==> src/rtl/commit_writeback.sv <==
// Commit-stage consumer: reorders tagged results by commit ID and retires them in order,
// narrowing flagged results with saturation onto the register-file write port.
`ifndef COMMIT_ID_WIDTH
`define COMMIT_ID_WIDTH 4
`endif

module commit_writeback #(
    parameter int data_width = 16,
    parameter int n_blocks   = 256,
    parameter int full_width = 2*data_width+8,
    parameter int shift      = data_width-1
) (
    input  logic                          clk,
    input  logic                          reset,
    input  logic                          enable,
    input  logic                          in_valid,
    output logic                          in_ready,
    input  logic [$clog2(n_blocks)-1:0]   block_in,
    input  logic signed [full_width-1:0]  result_in,
    input  logic [3:0]                    dest_in,
    input  logic [`COMMIT_ID_WIDTH-1:0]   commit_id_in,
    input  logic                          commit_flag_in,
    output logic                          wr_valid,
    input  logic                          wr_ready,
    output logic [$clog2(n_blocks)-1:0]   wr_block,
    output logic [3:0]                    wr_dest,
    output logic signed [data_width-1:0]  wr_data,
    output logic                          wr_sat,
    output logic [`COMMIT_ID_WIDTH-1:0]   next_id,
    output logic [15:0]                   sat_count
);

    localparam int BW  = $clog2(n_blocks);
    localparam int IDW = `COMMIT_ID_WIDTH;
    localparam int NS  = 1 << IDW;
    localparam logic signed [full_width-1:0] SAT_MAX = full_width'((2**(data_width-1))-1);
    localparam logic signed [full_width-1:0] SAT_MIN = ~SAT_MAX;

    logic [NS-1:0]                 slotValid_q, slotValid_d;
    logic [BW-1:0]                 slotBlock_q  [NS];
    logic signed [full_width-1:0]  slotResult_q [NS];
    logic [3:0]                    slotDest_q   [NS];
    logic                          slotFlag_q   [NS];

    logic [IDW-1:0]                nextId_q, nextId_d;
    logic                          wrValid_q, wrValid_d;
    logic [BW-1:0]                 wrBlock_q, wrBlock_d;
    logic [3:0]                    wrDest_q, wrDest_d;
    logic [data_width-1:0]         wrData_q, wrData_d;
    logic                          wrSat_q, wrSat_d;
    logic [15:0]                   satCount_q, satCount_d;

    logic                          accept, retire, outFree;
    logic signed [full_width-1:0]  shifted;
    logic [data_width-1:0]         headData;
    logic                          headSat;

    assign in_ready = enable && !slotValid_q[commit_id_in];
    assign accept   = in_valid && in_ready;
    assign outFree  = !wrValid_q || wr_ready;
    assign retire   = enable && slotValid_q[nextId_q] && outFree;

    // Narrowing of the head-of-line result, evaluated before it is loaded into the output register
    always_comb begin
        shifted = slotResult_q[nextId_q] >>> shift;
        headSat = 1'b1;
        if (shifted > SAT_MAX) begin
            headData = {1'b0, {(data_width-1){1'b1}}};
        end else if (shifted < SAT_MIN) begin
            headData = {1'b1, {(data_width-1){1'b0}}};
        end else begin
            headData = shifted[data_width-1:0];
            headSat  = 1'b0;
        end
    end

    always_comb begin
        slotValid_d = slotValid_q;
        nextId_d    = nextId_q;
        wrValid_d   = wrValid_q;
        wrBlock_d   = wrBlock_q;
        wrDest_d    = wrDest_q;
        wrData_d    = wrData_q;
        wrSat_d     = wrSat_q;
        satCount_d  = satCount_q;
        if (accept) begin
            slotValid_d[commit_id_in] = 1'b1;
        end
        if (retire) begin
            slotValid_d[nextId_q] = 1'b0;
            nextId_d = nextId_q + 1'b1;
            if (slotFlag_q[nextId_q]) begin
                wrValid_d = 1'b1;
                wrBlock_d = slotBlock_q[nextId_q];
                wrDest_d  = slotDest_q[nextId_q];
                wrData_d  = headData;
                wrSat_d   = headSat;
                if (headSat && satCount_q != 16'hFFFF) begin
                    satCount_d = satCount_q + 16'd1;
                end
            end else begin
                wrValid_d = 1'b0;
            end
        end else if (enable && wrValid_q && wr_ready) begin
            wrValid_d = 1'b0;
        end
    end

    always_ff @(posedge clk) begin
        if (reset) begin
            slotValid_q <= '0;
            nextId_q    <= '0;
            wrValid_q   <= 1'b0;
            wrBlock_q   <= '0;
            wrDest_q    <= '0;
            wrData_q    <= '0;
            wrSat_q     <= 1'b0;
            satCount_q  <= '0;
        end else begin
            slotValid_q <= slotValid_d;
            nextId_q    <= nextId_d;
            wrValid_q   <= wrValid_d;
            wrBlock_q   <= wrBlock_d;
            wrDest_q    <= wrDest_d;
            wrData_q    <= wrData_d;
            wrSat_q     <= wrSat_d;
            satCount_q  <= satCount_d;
        end
    end

    // Slot payloads need no reset: the valid bits alone decide whether they are ever read
    always_ff @(posedge clk) begin
        if (accept && !reset) begin
            slotBlock_q[commit_id_in]  <= block_in;
            slotResult_q[commit_id_in] <= result_in;
            slotDest_q[commit_id_in]   <= dest_in;
            slotFlag_q[commit_id_in]   <= commit_flag_in;
        end
    end

    assign wr_valid  = wrValid_q;
    assign wr_block  = wrBlock_q;
    assign wr_dest   = wrDest_q;
    assign wr_data   = wrData_q;
    assign wr_sat    = wrSat_q;
    assign next_id   = nextId_q;
    assign sat_count = satCount_q;

endmodule

==> config.mk <==
export PLATFORM = sky130hd
export DESIGN_NAME = commit_writeback
export DESIGN_NICKNAME = d
export VERILOG_FILES = /design/src/rtl/commit_writeback.sv
export SDC_FILE = /design/constraint.sdc
export NUM_CORES = 1
export LEC_CHECK = 0
export CORE_ASPECT_RATIO = 1.4
export CORE_MARGIN = 2
export CORE_UTILIZATION = 25
export CTS_CLUSTER_DIAMETER = 40
export CTS_CLUSTER_SIZE = 12
export DETAILED_ROUTE_END_ITERATION = 10
export PLACE_DENSITY_LB_ADDON = 0.2
export SLEW_MARGIN = 5
export SYNTH_ARGS = -nofsm -noshare
export SYNTH_HDL_FRONTEND = slang
export SYNTH_SLANG_ARGS = --single-unit
==> constraint.sdc <==
create_clock -name clk -period 4.8 [get_ports clk]
set_input_delay 0.48 -clock clk [delete_from_list [all_inputs] [get_ports clk]]
set_output_delay 0.48 -clock clk [all_outputs]
set_load 0.01 [all_outputs]
### Word level (Yosys, flattened, before mapping)

Memories as Yosys holds them, arrays and structs flattened. A register that Yosys moved wholly into a read port is not among the register bits.
Index checks and enable logic that the tools add are counted.

| cells by class | value |
|---|---|
| add/subtract/negate cells | 2 |
| $lt $le $gt $ge | 6 |
| equal/unequal tests | 1 |
| muxes and demuxes | 23 |
| bitwise gates (word level) | 3 |
| reduce and logical (&&, ||, !) cells | 17 |

Operators with widths:

| cell | count |
|---|---|
| $mux W16 | 4 |
| $gt A25 B16 Y1 const B | 1 |
| $lt A25 B16 Y1 const B | 1 |
| $add A16 B1 Y16 const B | 1 |
| $and A16 B16 Y16 | 1 |
| $mux W4 | 4 |
| $ne A16 B16 Y1 const B | 1 |
| $not A16 Y16 | 1 |
| $or A16 B16 Y16 | 1 |
| $mux W1 | 11 |
| $logic_and A1 B1 Y1 | 10 |
| $lt A4 B5 Y1 const B | 2 |
| $bmux W1 S4 | 2 |
| $demux W1 S4 | 2 |
| $ge A4 B1 Y1 const B | 2 |
| $add A4 B1 Y4 const B | 1 |
| $logic_not A1 Y1 | 3 |
| $reduce_and A3 Y1 | 1 |
| $reduce_and A2 Y1 | 1 |
| $reduce_bool A2 Y1 | 1 |
| $logic_or A1 B1 Y1 | 1 |

| word-level totals | value |
|---|---|
| bits in registers | 54 |
| RAM bits | 848 |
| input bits | 62 |
| output and inout port bits | 51 |
| logic and storage cells | 62 |
| memories | 4 |

Memory list:

| name | words | width | rd ports | clocked after memory_dff | write ports | RTL line | RTL |
|---|---|---|---|---|---|---|---|
| slotResult_q | 16 | 40 | 1 | 1 | 1 | 41 | `logic signed [full_width-1:0] slotResult_q [NS];` |
| slotBlock_q | 16 | 8 | 1 | 1 | 1 | 40 | `logic [BW-1:0] slotBlock_q [NS];` |
| slotDest_q | 16 | 4 | 1 | 1 | 1 | 42 | `logic [3:0] slotDest_q [NS];` |
| slotFlag_q | 16 | 1 | 1 | 1 | 1 | 43 | `logic slotFlag_q [NS];` |

### Longest topological paths before layout

| logic depth | value |
|---|---|
| word-level depth | 8 |
| depth in mapped cells | 12 |
| depth with buffers taken out | 8 |

### Worst setup path after synthesis

Ideal clock, no wire load.

| timing path | value |
|---|---|
| kind | input port to flip-flop |
| start point | in commit_id_in[0] |
| end point | mem slotBlock_q[13][0] (netlist name) (enable) |
| setup time | 433 ps |
| arrival | 4,217 ps |
| required time | 4,367 ps |
| setup slack | 149 ps |
| cell stages on the path | 8 |
| path buffers | 1 |
| cell sequence | clkbuf_1 > mux4_2 > mux4_2 > nor2b_1 > and2_1 > nor2b_1 > nand2_1 > nor2_1 |

| between the ends | value |
|---|---|
| longest elaborated chain between the ends | 8 |

Ends and longest elaborated chain:

| item | RTL line | RTL |
|---|---|---|
| start, declared | 21 | `` input logic [`COMMIT_ID_WIDTH-1:0] commit_id_in, `` |
| $bmux W1 S4 | 58 | `assign in_ready = enable && !slotValid_q[commit_id_in];` |
| $mux W1 (not written as such) | 58 |  |
| $logic_not A1 Y1 | 58 |  |
| $logic_and A1 B1 Y1 | 58 |  |
| net in_ready | 17 | `output logic in_ready,` |
| $logic_and A1 B1 Y1 | 59 | `assign accept = in_valid && in_ready;` |
| $logic_and A1 B1 Y1 | 133 | `if (accept && !reset) begin` |
| $mux W1 | 133 |  |
| $mux W1 (not written as such) | 134 | `slotBlock_q[commit_id_in] <= block_in;` |
| end, declared | 40 |  |

The timed path passes the listed nets, and every way through them passes these cells. The select of a mux whose other input is x is not followed.

==> flow_summary.yaml <==
outcome:
  status: "completed"
setup_path:
  regToRegSetupSlack_ns: 1.05
  endpoint: "sat_count[5]$_SDFFE_PP0P_"
  cp-start-kind: "register"
  required_ns: 5.32
  end_kind: "register"
  r2r-end: "sat_count[5]$_SDFFE_PP0P_"
  critPathKind: "reg -> reg"
  r2r_cells: 10
  critical_path.max_fanout: 26
  critPathArrivalTime_ns: 4.27
place:
  post-place-ws_ns: 0.5726
  globalplace.congestion: 0.7497
  placed_area_um2: 29170
  place_inst: 2661
  port_buffers: 97
  dp_hpwl_um: 37820
clock_network:
  clockRootBuffer: "clkbuf_16"
  cts_resized: 0
  clockBufferDepth: 3
  tritoncts: "yes"
  clk_latency_ns: 0.65
  holdBufCountCts: 0
  cts_setup_buffers: 0
  clock_sinks: 678
  clk_pin_slew_worst_paths_ns: 0.06
  htreeDepth: 3
  cts_buffers: 83
yosys:
  synth_cells: 1238
  async_reset_ff_frac: 0
  seq_area_frac_synth: 0.7537
  yosys-top-cells-area: "edfxtp_1 70%, mux4_2 16%, dfxtp_1 5.4%"
  ys_warn_count: 0
  netlist_area_um2: 26080
  yosysTopAreaCellShare: 0.7000
  yosysMostFrequentCell: "edfxtp_1"
  synth_fp_nets: 1305
  netlist_top_cells_count: "608 x edfxtp_1, 189 x mux4_2, 70 x dfxtp_1, 70 x nor2_1, 33 x clkbuf_1"
  ys_types: 48
  synth_flop_cell: "edfxtp_1"
  ys_seq_elements: 678
  yosys.area.top_type: "edfxtp_1"
  syn_area_per_cell_um2: 21.07
  synth_edf_count: 608
layout:
  nNetsFinal: 1464
  fin_util: 0.3070
  drive_gt1_frac: 0.2715
  diodes: 0
  area_delta_synth_final_pct: 22.07
  fin_area_um2: 31840
  final_cells: 2811
sta:
  maxSlewViolCount: 0
  worst_slack_ns: 1.054
  fin_tns_setup_ns: 0
  relSlewSlack: 0.2690
  worst_pin_slew_ns: 1.087
  finalCritPeriodShare: 0.7803
  rsz0062_at_grt: "no"
  finClkSkew_ns: 0.03206
  period_needed_ns: 3.746
  setup-violations-final: 0
  finalHoldViolations: 0
  timing.fmax_ghz: 0.2670
global_route:
  grt_max_degree: 54
  overflow: 0
  track_usage: 0.1257
  grt_pass1_wl_um: 96790
  grt_pass1_vias: 13770
  antenna_found_initial: 2
detailed_routing:
  wl_per_cell_um: 23.70
  ant_nets: 0
  avgViaCountPerCell: 4.553
  num_vias: 12800
  first_pass_iters: 5
  drc: 0
  drt_iter0_drc: 867
  routed_wl_um: 66620
floorplanning:
  core_um2: 103700
  dieArea_um2: 107000
  num_rows: 140
  die_x_um: 277.0
  ios: 113
  initial_utilization: 0.2515
  fp.dieH_um: 386.2
power:
  p_leak_nw: 9.424
  pwr_density_cell_nw_per_um2: 401.1
  ir_drop_mv: 0.2170
worst_hold_path:
  hold_class: "in -> reg"
flow_run:
  maxCapViolations: 0
==> final cells by class <==
cell class                      instances  area [um2]
Tap cell                             1349        1688
Sequential cell                       678       19680
Timing Repair Buffer                  142        1531
Inverter                               12       45.04
Multi-Input combinational cell        480        6225
Fill cell                           10040       71860
Clock inverter                         42       386.6
Clock buffer                          108        2287
==> logic make-up after synthesis <==
logic type,after synthesis,share of synthesized area
compound gates,94,0.02427
xor+xnor,6,0.002015
simple gates,153,0.02816
fa+ha+maj,5,0.002398
flops,678,0.7537
mux,222,0.1763
buf+inv,80,0.01319
==> stage by stage <==
step                      power (W)  hold slack [ns]
after floorplan            0.006670           0.5003
after global placement     0.006810           0.4737
after detailed placement   0.006822           0.4860
after CTS                   0.01297           0.1518
after global routing        0.01318           0.1993
final                       0.01277           0.2065
==> layout by cell type (no fill, tap or decap), types with 5 or more instances in the layout <==
cell type	netlist	layout
edfxtp_1	608	608
mux4_2	189	189
clkdlybuf4s50_1	0	96
clkbuf_16	0	88
dfxtp_1	70	64
nor2_1	70	54
buf_4	4	28
mux2i_1	24	24
a21oi_1	21	21
nand3_1	20	20
clkbuf_1	33	19
buf_12	0	18
a211oi_1	17	17
nor2_4	0	16
o21ai_0	16	16
a311oi_1	15	15
nand2_1	14	14
inv_1	11	11
clkinv_2	0	10
nor2b_1	10	9
mux2_2	9	9
clkinv_1	1	7
inv_6	0	7
nand4_1	6	6
inv_8	0	6
and2_1	5	5
nand2b_1	5	5
nor4_1	5	5
a31oi_1	5	5
xnor2_1	5	5
ha_1	5	5
==> worst max-delay path, cell delays in order (launching register included) <==
cell	delay, ns
dfxtp_4	0.71
buf_4	0.34
mux4_2	0.53
a22oi_1	0.29
nand3_1	0.19
a2111o_1	0.47
nor3_4	0.27
nor3_2	0.10
buf_4	0.22
nand4_1	0.10
mux2_2	0.33
==> per-layer routing <==
metal,track usage,up-vias,part of all wire
met5,0,-,0.00020
met4,0.04418,2,0.023
met3,0.02413,90,0.043
met2,0.2187,303,0.51
met1,0.1563,6897,0.42
li1,-,5507,-
==> power breakdown <==
| part | total, W | internal (W) | switching, W | leakage [nW] |
|---|---|---|---|---|
| logic | 0.000218 | 0.0000769 | 0.000142 | 2.07 |
| registers | 0.00647 | 0.00646 | 0.0000116 | 6.04 |
| clock network | 0.00608 | 0.00357 | 0.00251 | 1.31 |
| total | 0.0128 | 0.0101 | 0.00266 | 9.42 |
==> sequential cells by signal (all words and copies together), names as in the netlist, 4 cells and up, named ones only <==
signal	flops
slotResult_q	400
slotBlock_q	128
slotDest_q	64
sat_count	16
slotFlag_q	16
slotValid_q	16
wr_data	16
wr_block	8
next_id	4
wr_dest	4
==> worst min path at each step <==
stage | end | depth (start not counted) | slack, ns | start
global placement | wr_dest[1]$_SDFFE_PP0P_ | 2 | 0.47 | wr_dest[1]$_SDFFE_PP0P_
global route | wr_valid$_SDFFE_PP0P_ | 2 | 0.20 | reset
finish | sat_count[10]$_SDFFE_PP0P_ | 2 | 0.21 | reset
detailed placement | wr_block[5]$_SDFFE_PP0P_ | 2 | 0.49 | wr_block[5]$_SDFFE_PP0P_
floorplan | slotValid_q[10]$_SDFF_PP0_ | 2 | 0.50 | slotValid_q[10]$_SDFF_PP0_
CTS | sat_count[10]$_SDFFE_PP0P_ | 2 | 0.15 | reset
(Power assumes the default switching activity.)
